[config.mk]
export PLATFORM = sky130hd
export DESIGN_NAME = ms_ff_sequencer_flat
export DESIGN_NICKNAME = d
export VERILOG_FILES = /design/src/rtl/ms_ff_sequencer_if.sv /design/src/rtl/ms_ff_sequencer.sv /design/src/flat_wrapper.sv
export SDC_FILE = /design/constraint.sdc
export NUM_CORES = 1
export LEC_CHECK = 0
export BUFFER_PORTS_ARGS = -buffer_cell sky130_fd_sc_hd__buf_2
export CORE_MARGIN = 2
export CORE_UTILIZATION = 50
export DETAILED_ROUTE_END_ITERATION = 8
export GPL_TIMING_DRIVEN = 1
export HOLD_SLACK_MARGIN = 0.08
export PLACE_DENSITY_LB_ADDON = 0.15
export SETUP_SLACK_MARGIN = 0.2
export SYNTH_ARGS = -nofsm -noshare
export SYNTH_HDL_FRONTEND = slang
export SYNTH_SLANG_ARGS = --single-unit
export TNS_END_PERCENT = 50
[constraint.sdc]
create_clock -name clock -period 2.7 [get_ports clock]
set_clock_uncertainty 0.2 [all_clocks]
set_input_delay 0.27 -clock clock [delete_from_list [all_inputs] [get_ports clock]]
set_output_delay 0.27 -clock clock [all_outputs]
set_load 0.01 [all_outputs]
[src/rtl/ms_ff_sequencer_if.sv]
// rtl/ms_ff_sequencer_if.sv - request/grant/status bus between control logic and ms_ff_sequencer
interface ms_ff_sequencer_if;
  logic       req_a;
  logic [1:0] cmd_a;
  logic       req_b;
  logic [1:0] cmd_b;
  logic       gnt_a;
  logic       gnt_b;
  logic       busy;
  logic       done;

  // Control-logic side: raises requests, watches grants and status
  modport master (
    output req_a, cmd_a, req_b, cmd_b,
    input  gnt_a, gnt_b, busy, done
  );

  // Sequencer side
  modport slave (
    input  req_a, cmd_a, req_b, cmd_b,
    output gnt_a, gnt_b, busy, done
  );
endinterface

[src/rtl/ms_ff_sequencer.sv]
// rtl/ms_ff_sequencer.sv - two-requester phase sequencer for a master-slave SR flip-flop (option: MS_FF_SEQ_READBACK_EN)
module ms_ff_sequencer #(
  parameter int unsigned SETUP_CYC = 1,
  parameter int unsigned PULSE_CYC = 2,
  parameter int unsigned GAP_CYC   = 1
) (
  input  logic             clock,
  input  logic             reset,
  ms_ff_sequencer_if.slave bus,
  input  logic             q_fb,
  output logic             S,
  output logic             R,
  output logic             C_master,
  output logic             C_slave,
  output logic             err
);

  typedef enum logic [2:0] {
    ST_IDLE, ST_SETUP, ST_MASTER, ST_GAP, ST_SLAVE, ST_DONE
  } state_e;

  typedef enum logic [1:0] {
    OP_HOLD, OP_SET, OP_RESET
  } op_e;

  localparam logic [3:0] SETUP_LD = 4'(SETUP_CYC - 1);
  localparam logic [3:0] PULSE_LD = 4'(PULSE_CYC - 1);
  localparam logic [3:0] GAP_LD   = 4'(GAP_CYC - 1);

  state_e     state_q, state_d;
  op_e        op_q, op_d;
  logic [3:0] cnt_q, cnt_d;
  logic       ptr_q, ptr_d;       // 1: B is favoured when both request
  logic       gnt_a_q, gnt_a_d;
  logic       gnt_b_q, gnt_b_d;
  logic       busy_q, busy_d;
  logic       done_q, done_d;
  logic       s_q, s_d;
  logic       r_q, r_d;
  logic       cm_q, cm_d;
  logic       cs_q, cs_d;
  logic       err_q, err_d;

  logic       accept;
  logic       pick_b;
  logic [1:0] win_cmd;
  op_e        win_op;
  logic       drive_sr;

  // Pick the winner and resolve its command; toggle looks at the current slave Q
  always_comb begin
    accept  = bus.req_a | bus.req_b;
    pick_b  = bus.req_b & (~bus.req_a | ptr_q);
    win_cmd = pick_b ? bus.cmd_b : bus.cmd_a;
    win_op  = OP_HOLD;
    case (win_cmd)
      2'b01:   win_op = OP_SET;
      2'b10:   win_op = OP_RESET;
      2'b11:   win_op = q_fb ? OP_RESET : OP_SET;
      default: win_op = OP_HOLD;
    endcase
  end

  // Phase FSM: each timed state loads its length-1 on entry and leaves at zero
  always_comb begin
    state_d = state_q;
    cnt_d   = cnt_q;
    op_d    = op_q;
    ptr_d   = ptr_q;
    gnt_a_d = 1'b0;
    gnt_b_d = 1'b0;
    case (state_q)
      ST_IDLE: begin
        if (accept) begin
          op_d    = win_op;
          ptr_d   = ~pick_b;
          gnt_a_d = ~pick_b;
          gnt_b_d = pick_b;
          if (win_op == OP_HOLD) begin
            state_d = ST_DONE;
          end else begin
            state_d = ST_SETUP;
            cnt_d   = SETUP_LD;
          end
        end
      end
      ST_SETUP: begin
        if (cnt_q == 4'd0) begin
          state_d = ST_MASTER;
          cnt_d   = PULSE_LD;
        end else begin
          cnt_d = cnt_q - 4'd1;
        end
      end
      ST_MASTER: begin
        if (cnt_q == 4'd0) begin
          state_d = ST_GAP;
          cnt_d   = GAP_LD;
        end else begin
          cnt_d = cnt_q - 4'd1;
        end
      end
      ST_GAP: begin
        if (cnt_q == 4'd0) begin
          state_d = ST_SLAVE;
          cnt_d   = PULSE_LD;
        end else begin
          cnt_d = cnt_q - 4'd1;
        end
      end
      ST_SLAVE: begin
        if (cnt_q == 4'd0) begin
          state_d = ST_DONE;
          cnt_d   = 4'd0;
        end else begin
          cnt_d = cnt_q - 4'd1;
        end
      end
      ST_DONE: state_d = ST_IDLE;
      default: state_d = ST_IDLE;
    endcase
  end

  // Registered outputs decoded from the upcoming state so they line up with it
  always_comb begin
    drive_sr = (state_d == ST_SETUP) || (state_d == ST_MASTER) || (state_d == ST_GAP);
    s_d      = drive_sr && (op_d == OP_SET);
    r_d      = drive_sr && (op_d == OP_RESET);
    cm_d     = (state_d == ST_MASTER);
    cs_d     = (state_d == ST_SLAVE);
    busy_d   = (state_d != ST_IDLE);
    done_d   = (state_d == ST_DONE);
`ifdef MS_FF_SEQ_READBACK_EN
    err_d    = err_q | ((state_q == ST_DONE) &&
                        (((op_q == OP_SET) && !q_fb) || ((op_q == OP_RESET) && q_fb)));
`else
    err_d    = 1'b0;
`endif
  end

  // State and output registers; reset drops every drive on the same edge
  always_ff @(posedge clock) begin
    if (reset) begin
      state_q <= ST_IDLE;
      op_q    <= OP_HOLD;
      cnt_q   <= 4'd0;
      ptr_q   <= 1'b0;
      gnt_a_q <= 1'b0;
      gnt_b_q <= 1'b0;
      busy_q  <= 1'b0;
      done_q  <= 1'b0;
      s_q     <= 1'b0;
      r_q     <= 1'b0;
      cm_q    <= 1'b0;
      cs_q    <= 1'b0;
      err_q   <= 1'b0;
    end else begin
      state_q <= state_d;
      op_q    <= op_d;
      cnt_q   <= cnt_d;
      ptr_q   <= ptr_d;
      gnt_a_q <= gnt_a_d;
      gnt_b_q <= gnt_b_d;
      busy_q  <= busy_d;
      done_q  <= done_d;
      s_q     <= s_d;
      r_q     <= r_d;
      cm_q    <= cm_d;
      cs_q    <= cs_d;
      err_q   <= err_d;
    end
  end

  assign bus.gnt_a = gnt_a_q;
  assign bus.gnt_b = gnt_b_q;
  assign bus.busy  = busy_q;
  assign bus.done  = done_q;
  assign S         = s_q;
  assign R         = r_q;
  assign C_master  = cm_q;
  assign C_slave   = cs_q;
  assign err       = err_q;

endmodule
[src/flat_wrapper.sv]
// flat-port wrapper written by rule: the top's interface ports become plain ports
module ms_ff_sequencer_flat 
#(
  parameter int unsigned SETUP_CYC = 1,
  parameter int unsigned PULSE_CYC = 2,
  parameter int unsigned GAP_CYC   = 1
)
  (clock, reset, q_fb, S, R, C_master, C_slave, err, bus_req_a, bus_cmd_a, bus_req_b, bus_cmd_b, bus_gnt_a, bus_gnt_b, bus_busy, bus_done);
  ms_ff_sequencer_if bus_i ();
  input  logic clock;
  input  logic reset;
  input  logic q_fb;
  output logic S;
  output logic R;
  output logic C_master;
  output logic C_slave;
  output logic err;
  input wire logic [$bits(bus_i.req_a)-1:0] bus_req_a;
  input wire logic [$bits(bus_i.cmd_a)-1:0] bus_cmd_a;
  input wire logic [$bits(bus_i.req_b)-1:0] bus_req_b;
  input wire logic [$bits(bus_i.cmd_b)-1:0] bus_cmd_b;
  output wire logic [$bits(bus_i.gnt_a)-1:0] bus_gnt_a;
  output wire logic [$bits(bus_i.gnt_b)-1:0] bus_gnt_b;
  output wire logic [$bits(bus_i.busy)-1:0] bus_busy;
  output wire logic [$bits(bus_i.done)-1:0] bus_done;
  assign bus_i.req_a = bus_req_a;
  assign bus_i.cmd_a = bus_cmd_a;
  assign bus_i.req_b = bus_req_b;
  assign bus_i.cmd_b = bus_cmd_b;
  assign bus_gnt_a = bus_i.gnt_a;
  assign bus_gnt_b = bus_i.gnt_b;
  assign bus_busy = bus_i.busy;
  assign bus_done = bus_i.done;
  ms_ff_sequencer #(.SETUP_CYC(SETUP_CYC), .PULSE_CYC(PULSE_CYC), .GAP_CYC(GAP_CYC)) u_core (.clock(clock), .reset(reset), .bus(bus_i), .q_fb(q_fb), .S(S), .R(R), .C_master(C_master), .C_slave(C_slave), .err(err));
endmodule
# Yosys cells after proc, flatten, opt, wreduce, memory -nomap -nowiden
# Cells that the tools add are included.
# classes
add_sub_neg,1
eq_ne,16
n_mux,17
bitwise_logic,7
reduce_logical,14
# ops
operator,n
$mux W3,6
$mux W4,4
$pmux W3 S5,1
$eq A3 B2 Y1 const B,4
$pmux W4 S3,1
$eq A3 B3 Y1 const B,3
$mux W2,4
$eq A2 B2 Y1 const B,3
$eq A3 B1 Y1 const B,2
$pmux W2 S3,1
$reduce_bool A3 Y1,2
$eq A2 B1 Y1 const B,2
$logic_not A4 Y1,1
$not A1 Y1,4
$reduce_or A2 Y1,2
$sub A4 B1 Y4 const B,1
$logic_not A3 Y1,1
$reduce_and A3 Y1,1
$reduce_or A3 Y1,1
$logic_and A1 B1 Y1,2
$logic_not A2 Y1,1
$logic_or A1 B1 Y1,2
$ne A2 B1 Y1 const B,1
$ne A2 B2 Y1 const B,1
3 further kinds,4
# totals
register_bits,18
input_bits,9
output_inout_bits,9
word_cells,67

# Depth between registers and ports, before layout
# Gate-level depths: netlist of the first run.
# logic_depth
depth_word,14
mapped_depth,8

# Worst setup path after synthesis of the first run
# No wires, ideal clock.
# synth_timing
kind,register to register
from,reg u_core.cnt_q[0]
to,reg u_core.r_q (netlist: u_core.R)
arrival_time_ns,1.738
path_slack_ns,0.692
stages_incl_launch_ff,8
path_buffers,1
cell_sequence,dfxtp_1 inv_1 ha_1 nor3b_2 buf_4 a32o_1 or4b_1 a21oi_1
# synth_via
elab_chain_cells,7
elab_cells_between_ends,12
# synth_rtl
item,line,text
"start, declared",ms_ff_sequencer.sv:32,"logic [3:0] cnt_q, cnt_d;"
"start signal, assigned",ms_ff_sequencer.sv:160,cnt_q <= cnt_d;
$logic_not A4 Y1 *,-,
"$mux W3, on equally long branches",-,
$pmux W3 S5 *,ms_ff_sequencer.sv:72,case (state_q)
$eq A3 B1 Y1 or $eq A3 B2 Y1 (tied branches),ms_ff_sequencer.sv:126,drive_sr = (state_d == ST_SETUP) || (state_d == ST_MASTER) || (state_d == ST_GAP);
$logic_or A1 B1 Y1,ms_ff_sequencer.sv:126,
$logic_or A1 B1 Y1 *,ms_ff_sequencer.sv:126,
$logic_and A1 B1 Y1 *,ms_ff_sequencer.sv:128,r_d = drive_sr && (op_d == OP_RESET);
"end signal, assigned",ms_ff_sequencer.sv:167,r_q <= r_d;
"end, declared",ms_ff_sequencer.sv:39,"logic r_q, r_d;"
# Every way passes the cells marked *; elsewhere a longest branch is shown, timed or not.
# A chain may end at the register's enable or synchronous reset.

# Worst setup path in the final report of the first run
# Same ends and word-level chain as after synthesis.

==> results of run 1 <==
==> cell usage after synthesis (2+ instances only) <==
cell type / number / area (um^2)
ha_1: 2 / 25.0
xnor2_1: 2 / 17.5
a211o_1: 2 / 17.5
buf_4: 2 / 15.0
inv_1: 4 / 15.0
a211oi_1: 3 / 22.5
o21ai_0: 4 / 20.0
a21oi_1: 8 / 40.0
nor3_1: 2 / 10.0
nor2_1: 8 / 30.0
nand2_1: 8 / 30.0
dfxtp_1: 18 / 360
or2_2: 3 / 18.8
nand3_1: 2 / 10.0
nand3b_1: 3 / 22.5
mux2i_1: 2 / 20.0
==> cell families (layout without fill, tap and decap cells) <==
kind of cell | count (synthesis) | count (layout) | share of synthesized area, %
adders and majority gates | 2 | 2 | 2.81
and+or+nand+nor | 34 | 34 | 21.2
xor gates and xnor gates | 3 | 3 | 2.95
AOI/OAI and AO/OA | 27 | 27 | 22.9
muxes | 3 | 3 | 3.52
other | 1 | 1 | 0.422
buffers and inverters | 9 | 23 | 5.62
DFF | 18 | 18 | 40.5
==> cell type report <==
type | instances | area [um^2]
Fill cell | 156 | 713
Tap cell | 25 | 31.3
Multi-Input combinational cell | 70 | 485
Inverter | 4 | 15.0
Timing Repair Buffer | 16 | 80.1
Clock buffer | 3 | 22.5
Sequential cell | 18 | 360
==> what timing repair did <==
action / in CTS / in global routing
hold buffers: 0 / 0
endpoints found under the setup margin: 0 / 2
gates resized for setup: 0 / 1
==> worst max-delay path, stage by stage (launching register included) <==
cell	delay (ns)
dfxtp_1	0.40
inv_1	0.08
ha_1	0.20
nor3b_4	0.19
and3_1	0.20
o311ai_2	0.25
or4b_1	0.48
a21oi_1	0.13
==> report_power, final <==
part	internal (mW)	leakage (nW)	switching, mW
Clock	0.0519	0.0138	0.0783
Combinational	0.307	0.255	0.377
Sequential	0.357	0.147	0.0816
Total	0.716	0.416	0.537
==> metal layers <==
metal	share of wire, %	wire, um
met1	46	755
met5	0	0
met2	48	794
met4	2.2	37
met3	4.1	68
==> final timing paths <==
| path | endpoint | depth (start not counted) | slack, ns | from |
|---|---|---|---|---|
| max | u_core.R | 7 | 0.51 | u_core.cnt_q[0] |
| min | u_core.S | 3 | 0.1 | q_fb |
| max reg2reg | u_core.R | 7 | 0.51 | u_core.cnt_q[0] |
| min reg2reg | u_core.op_q[1] | 2 | 0.29 | u_core.op_q[1] |
==> stage by stage <==
step	std cells	instance area, um^2	util (%)	setup slack [ns]
3_3_place_gp	133	966	56.6	0.549
3_5_place_dp	133	966	56.6	0.464
2_1_floorplan	97	890	-	0.692
4_1_cts	136	988	57.9	0.436
6_report	136	995	58.2	0.506
5_1_grt	136	995	58.2	0.317
==> results.md, run 1 <==
- Status: finished, final reports clean
- Peak supply drop: 0.000636 V
- Most common flop cell mapped by yosys: dfxtp_1
- CTS Buf Count: 3
- RSZ-0062 raised after global routing: no
- Maximum root-to-sink buffer count: 2
- Nature of the critical path startpoint: flop
- Hold Vio Cnt, Final: 0
- Max Freq: 456 MHz
- Worst-Margin Slew: 0.510 ns
- Commonest non-fill, non-tap cell in the layout: dfxtp_1
- H-tree levels: 1
- Setup TNS: 0 ns
- Hold crit path type: primary input to flop
- GRT overflow: 0
- Die area: 0.00213 mm^2
- Antenna diodes: 0
- Max FO, Critical Path: 11
- Worst-path clk slew: 0.10 ns
- Final number of setup-violating endpoints: 0
- Net count after synthesis: 108
- EDFF count, synth: 0
- Die width: 46.2 um
- Slew HR: 65.7%
- # IOs: 18
- Core area: 0.00171 mm^2
- Worst endpoint required time: 2.73 ns
- Max_cap viols: 0
- Slew Limit Fails: 0
- Biggest regs: u_core.cnt_q x4, u_core.state_q x3, u_core.op_q x2
- Routed Antenna Nets: 0
- GRT Util Overall: 18.5%
- Most frequent cells in the layout: dfxtp_1 (18), buf_2 (16), nand2_1 (8), a21oi_1 (8), nor2_1 (8)
- CTS tree: done
- Total length of routed wires: 1660 um
- Crit path kind: flop to flop
- Initial Utilization: 52.1%
- Leak: 0.416 nW
- M2 GR Usage: 28.6%
- YS warnings: 0
- Buffers on Ports: 16
- Min Tclk post-route: 2.19 ns
- Mapped Area: 890 um^2
- DR WL/cell: 12.2 um
- Total power draw: 1.25 mW
- Root Driver: clkbuf_4
- 1st-iter DRT viols: 4
- Cell Pwr Density: 1260 mW/mm^2
- CTS Sinks: 18
- CP Capture Type: flop
- #FFs+latches synth: 18
- Drt drc: 0
- Initial antenna violation count: 0
- Vias per inst: 5.46
- Max reg flops: 4
- Row count: 15
- First-pass GRT wire length: 2770 um
- Fin crit share: 81.3%
- Avg Inst Size Synth: 9.17 um^2
- Die Ht: 46.2 um
- Via count: 743
- Post-CTS setup repair buffer count: 0
- Area grow syn2layout: 11.8%
- Detailed placement HPWL: 1190 um
- Met3 usage in global routing: 3.92%
- Synth unique cells: 40
- Nets: 124
- Register area share after synthesis: 40.5%
- Gpl congestion: 0.750
- WHS: 0.0957 ns
- FFs w/ async S/R, synth: 0%
- Largest Register: u_core.cnt_q
- Vias in the first global route: 675
- Worst-skew pair later-pin latency: 0.29 ns
- Grt met1 use: 22.2%
- TritonRoute pass-1 iters: 4
- Largest net degree at the start of global routing: 17
- Layout cells sized above 1: 24.3%
- Synth Instances: 97
- Worst Path Arrival: 2.22 ns
- Gr busiest metal: met2
Note: power is estimated with default switching activity, not from simulation.
==> inputs of run 2 (changes only) <==
clock period = 2.3 ns   (was 2.7 ns; I/O delays follow)
==> results.md, run 2 (same netlist as run 1, synthesis figures left out) <==
- Setup crit end: u_core.S
- Vias per inst: 5.24 (-4.1%)
- RSZ-0062 raised after global routing: no
- 1st-iter DRT viols: 5 (+1)
- Worst R2R Path Depth: 7 (unchanged)
- Antenna diodes: 0 (unchanged)
- Gpl congestion: 0.772 (+2.9%)
- Maximum root-to-sink buffer count: 2 (unchanged)
- Total power draw: 1.60 mW (+28%)
- Drt drc: 0 (unchanged)
- Total length of routed wires: 1710 um (+3.6%)
- Peak supply drop: 0.00109 V (+71%)
- Largest stage delay, worst path: 0.51 ns (+0.03 ns)
- Cell Count, Final, Fillers Out: 143 (+5.1%)
- Final Core Density: 62.4% (+4.2 points)
- Min Tclk post-route: 2.04 ns (-0.150 ns)
- Hold Vio Cnt, Final: 0 (unchanged)
- Max_cap viols: 0 (unchanged)
- Nets: 130 (+4.8%)
- Worst-skew pair later-pin latency: 0.29 ns (about the same)
- # IOs: 18 (unchanged)
- Reg2reg setup slack: 0.26 ns (-0.25 ns)
- Most frequent cells in the layout: buf_2 (16), dfxtp_1 (16), nand2_1 (8), nor2_1 (8), a21oi_1 (6)
- GRT Util Overall: 18.2% (-0.32 points)
- DR WL/cell: 12.0 um (-1.5%)
- First-pass GRT wire length: 2750 um (-0.72%)
- Max Freq: 489 MHz (+7.3%)
- Via count: 749 (+0.81%)
- Nature of the critical path startpoint: flop
- Worst endpoint required time: 2.34 ns (-0.39 ns)
- Area grow syn2layout: 19.8%
- CP max-delay cell: or4b_4
- Initial Utilization: 52.1% (unchanged)
- Die width: 46.2 um (unchanged)
- Worst-path clk slew: 0.10 ns (about the same)
- Status: finished, final reports clean
- Crit path launch: u_core.cnt_q[1]
- H-tree levels: 1 (unchanged)
- Placed insts: 134 (+0.75%)
- CP Capture Type: flop
- Crit path kind: flop to flop
- Die area: 0.00213 mm^2 (unchanged)
- Largest net degree at the start of global routing: 17 (unchanged)
- Root Driver: clkbuf_4
- TritonRoute pass-1 iters: 4 (unchanged)
- Slew HR: 63.8% (-2.0 points)
- Max FO, Critical Path: 5 (-6)
- Critical Path, Cell by Cell: inv_1 -> ha_1 -> nor3b_2 -> and3_1 -> o311ai_2 -> or4b_4 -> a21oi_2
- Die Ht: 46.2 um (unchanged)
- DRT met1 WL: 779 um (+3.2%)
- Top Layer Used: met4
- Worst-Margin Slew: 0.540 ns (+0.0297 ns)
- Buffers on Ports: 16 (unchanged)
- Detailed placement HPWL: 1250 um (+5.2%)
- CTS tree: done
- Row count: 15 (unchanged)
- Slew Limit Fails: 0 (unchanged)
- Routed Antenna Nets: 0 (unchanged)
- Final number of setup-violating endpoints: 0 (unchanged)
- Hold crit path type: primary input to flop
- Vias in the first global route: 696 (+3.1%)
- CTS Buf Count: 3 (unchanged)
- CTS Sinks: 18 (unchanged)
- Met2 WL: 839 um (+5.7%)
- Setup TNS: 0 ns (unchanged)
- Biggest regs: u_core.cnt_q x4, u_core.state_q x3, u_core.op_q x2
- Max reg flops: 4 (unchanged)
- Layout cells sized above 1: 31.4% (+7.0 points)
- Worst r2r src: u_core.cnt_q[1]
- Met3 WL: 75 um (+10%)
- GRT overflow: 0 (unchanged)
- Fin crit share: 88.9% (+7.6 points)
- Worst Path Arrival: 2.08 ns (-0.14 ns)
- Worst r2r dst: u_core.S
- Leak: 0.450 nW (+8.2%)
- Core area: 0.00171 mm^2 (unchanged)
- Initial antenna violation count: 0 (unchanged)
- Cell Pwr Density: 1500 mW/mm^2 (+19%)
- Largest Register: u_core.cnt_q
## run 2: cell count changes in the layout (fill, tap and decap cells not counted), moves of 2 or more
| cell | delta |
|---|---|
| dlygate4sd3_1 | +2 |
| buf_4 | +4 |
| dfxtp_2 | +2 |
| a21oi_2 | +2 |
| a21oi_1 | -2 |
| dfxtp_1 | -2 |
## run 2: stage by stage
step                      area [um^2]  setup slack (ns)  hold slack [ns]
after floorplan                   890             0.292            0.106
after global routing             1070             0.205            0.195
final                            1070             0.255            0.147
after detailed placement          973             0.161            0.275
after global placement            973             0.235            0.260
after CTS                        1060             0.199            0.143
## run 2: where the power goes
| part | internal (mW) | switching [mW] | leakage, nW |
|---|---|---|---|
| registers | 0.422 | 0.0858 | 0.148 |
| logic | 0.421 | 0.480 | 0.281 |
| clock network | 0.0965 | 0.0946 | 0.0210 |
## run 2: worst max-delay path, delay by kind of cell (launching register included)
family / cells / cell delay, ns
AO/OA/AOI/OAI: 2 / 0.34
adder cells (fa/ha/maj): 1 / 0.17
buffers and inverters: 1 / 0.05
flip-flops: 1 / 0.35
AND/OR/NAND/NOR: 3 / 0.88
## run 2: area by class of cell
| cell class | instances | area (um^2) |
|---|---|---|
| Clock buffer | 4 | 36.3 |
| Fill cell | 141 | 642 |
| Inverter | 4 | 15.0 |
| Multi-Input combinational cell | 70 | 490 |
| Sequential cell | 18 | 363 |
| Tap cell | 25 | 31.3 |
| Timing Repair Buffer | 22 | 130 |
## run 2: routing by layer
metal  global-route usage [%]  vias to the layer above
met1                     20.8                      343
li1                         -                      384
met2                     30.6                       17
met5                        0                        -
met3                     6.27                        5
met4                     7.43                        0
## run 2: timing repair
action	in CTS	in global routing
endpoints found under the setup margin	2	2
pin swaps	1	1
buffers inserted	3	0
hold endpoints to repair	3	0
gates resized for setup	4	1
hold buffers	2	0
## run 2: worst min-delay path by stage
stage	start	end	depth (start not counted)
floorplan	reset	u_core.bus.gnt_a	1
global placement	u_core.op_q[1]	u_core.op_q[1]	2
detailed placement	u_core.op_q[1]	u_core.op_q[1]	2
CTS	bus_req_b	u_core.bus.gnt_b	3
global route	bus_req_b	u_core.bus.gnt_b	3
finish	bus_req_b	u_core.bus.gnt_b	3
==> inputs of run 3 (changes only) <==
BUFFER_PORTS_ARGS = -buffer_cell sky130_fd_sc_hd__buf_4   (was -buffer_cell sky130_fd_sc_hd__buf_2)
CORE_UTILIZATION = 52   (was 50)
==> results.md, run 3 (same netlist as run 1, synthesis figures left out) <==
- Gpl congestion: 0.803 (+4.0%)
- GRT overflow: 0 (unchanged)
- CTS Sinks: 18 (unchanged)
- CP Capture Type: flop
- DR WL/cell: 14.2 um (+18%)
- Hold Vio Cnt, Final: 0 (unchanged)
- TritonRoute pass-1 iters: 4 (unchanged)
- Vias in the first global route: 664 (-4.6%)
- Worst r2r src: u_core.cnt_q[0]
- Nets: 129 (-0.77%)
- Nature of the critical path startpoint: flop
- Final Cell Area: 0.00111 mm^2 (+4.2%)
- Leak: 0.454 nW (+0.92%)
- Die Ht: 45.4 um (-1.8%)
- Largest Register: u_core.cnt_q
- Drt drc: 0 (unchanged)
- Crit path launch: u_core.cnt_q[0]
- RSZ-0062 raised after global routing: no
- Placed instance area: 0.00100 mm^2 (+3.0%)
- Total power draw: 1.70 mW (+6.2%)
- Slew Limit Fails: 0 (unchanged)
- CTS Buf Count: 3 (unchanged)
- CTS tree: done
- CP max-delay cell: or4b_4
- Critical Path, Cell by Cell: inv_1 -> ha_2 -> nor3b_4 -> and3_4 -> o311ai_4 -> or4b_4 -> a21oi_2
- Fin crit share: 88.8% (about the same)
- Row count: 14 (-1)
- Detailed placement HPWL: 1280 um (+3.0%)
- Commonest non-fill, non-tap cell in the layout: buf_4
- 1st-iter DRT viols: 18 (+13)
- Reg2reg setup slack: 0.26 ns (about the same)
- Maximum root-to-sink buffer count: 2 (unchanged)
- Worst-skew pair later-pin latency: 0.29 ns (about the same)
- Min Tclk post-route: 2.04 ns (-0.00149 ns)
- Final number of setup-violating endpoints: 0 (unchanged)
- Routed Antenna Nets: 0 (unchanged)
- Core area: 0.00156 mm^2 (-8.7%)
- GRT Util Overall: 19.3% (+1.1 points)
- Die area: 0.00206 mm^2 (-3.5%)
- Area grow syn2layout: 24.9%
- Largest stage delay, worst path: 0.51 ns (about the same)
- Worst-Margin Slew: 0.500 ns (-0.0397 ns)
- Biggest regs: u_core.cnt_q x4, u_core.state_q x3, u_core.op_q x2
- Setup TNS: 0 ns (unchanged)
- Vias per inst: 5.77 (+10%)
- Setup crit end: u_core.R
- Layout cells sized above 1: 32.5% (+1.1 points)
- Max_cap viols: 0 (unchanged)
- Peak supply drop: 0.00122 V (+12%)
- Worst-path clk slew: 0.11 ns (about the same)
- # IOs: 18 (unchanged)
- Post-route setup slack: 0.257 ns (+0.00149 ns)
- Via count: 768 (+2.5%)
- Max Freq: 489 MHz (about the same)
- Largest net degree at the start of global routing: 17 (unchanged)
- H-tree levels: 1 (unchanged)
- Die width: 45.4 um (-1.8%)
- Dpl ws: 0.162 ns (+0.000181 ns)
- Max FO, Critical Path: 4 (-1)
- Total length of routed wires: 1880 um (+9.9%)
- Worst r2r dst: u_core.R
- Most frequent cells in the layout: buf_4 (19), dfxtp_1 (16), nand2_1 (8), nor2_1 (8), a21oi_1 (6)
- Initial Utilization: 57.1% (+5.0 points)
- Slew HR: 66.4% (+2.7 points)
- Initial antenna violation count: 0 (unchanged)
- Worst Path Arrival: 2.08 ns (about the same)
- Root Driver: clkbuf_4
- Buffers on Ports: 16 (unchanged)
- Buffers plus inverters on the worst setup path: 1 (unchanged)
- Max reg flops: 4 (unchanged)
- Cell Pwr Density: 1530 mW/mm^2 (+1.9%)
- Delay-heaviest family, CP: simple AND/OR/NAND/NOR gates
- Status: finished, final reports clean
- Worst endpoint required time: 2.33 ns (about the same)
- HP Start: bus_req_b
- Crit path kind: flop to flop
- First-pass GRT wire length: 2910 um (+5.7%)
- Antenna diodes: 0 (unchanged)
- Worst R2R Path Depth: 7 (unchanged)
- Stages on the worst setup path: 7 (unchanged)
- Hold crit path type: primary input to flop
==> run 3: area by class of cell <==
class	instances	area, um^2
Multi-Input combinational cell	70	514
Fill cell	119	448
Sequential cell	18	363
Timing Repair Buffer	21	163
Clock buffer	4	36.3
Tap cell	16	20.0
Inverter	4	15.0
==> run 3: how the worst min path moves through the flow <==
stage | endpoint | cells past startpoint
after detailed placement | u_core.op_q[0] | 2
after CTS | u_core.bus.gnt_b | 3
after global placement | u_core.op_q[0] | 2
after global routing | u_core.bus.gnt_b | 3
final | u_core.bus.gnt_b | 3
after floorplan | u_core.bus.gnt_a | 1
==> run 3: per-layer routing <==
metal / global-route usage, % / part of all wire (%) / up-vias
li1: - / - / 385
met1: 26.4 / 49 / 361
met2: 32.6 / 47 / 22
met3: 3.60 / 3.9 / 0
met4: 1.76 / 0 / 0
met5: 0 / 0 / -
==> run 3: power by group <==
group          switching [mW]  total (mW)  internal, mW
clock                  0.0997       0.196        0.0963
combinational           0.507       0.981         0.474
sequential             0.0998       0.522         0.423
total                   0.707        1.70         0.993
==> run 3: tightest hold or removal path, delay by kind of cell <==
kind / cells / cell delay (ns)
buffers and inverters: 1 / 0.14
AND/OR/NAND/NOR: 2 / 0.23
==> run 3: timing repair <==
item | CTS | global route
hold buffers | 2 | 0
pin swaps | 1 | 1
endpoints found under the setup margin | 2 | 2
hold endpoints to repair | 13 | 0
gates resized for setup | 4 | 5
buffers inserted | 2 | 0
gates cloned | 0 | 0
==> run 3: metrics by stage <==
step / instances / hold slack [ns] / utilization, %
floorplan: 97 / 0.106 / -
global placement: 125 / 0.268 / 64.3
detailed placement: 125 / 0.268 / 64.3
CTS: 133 / 0.142 / 69.5
global route: 133 / 0.195 / 71.3
finish: 133 / 0.153 / 71.3
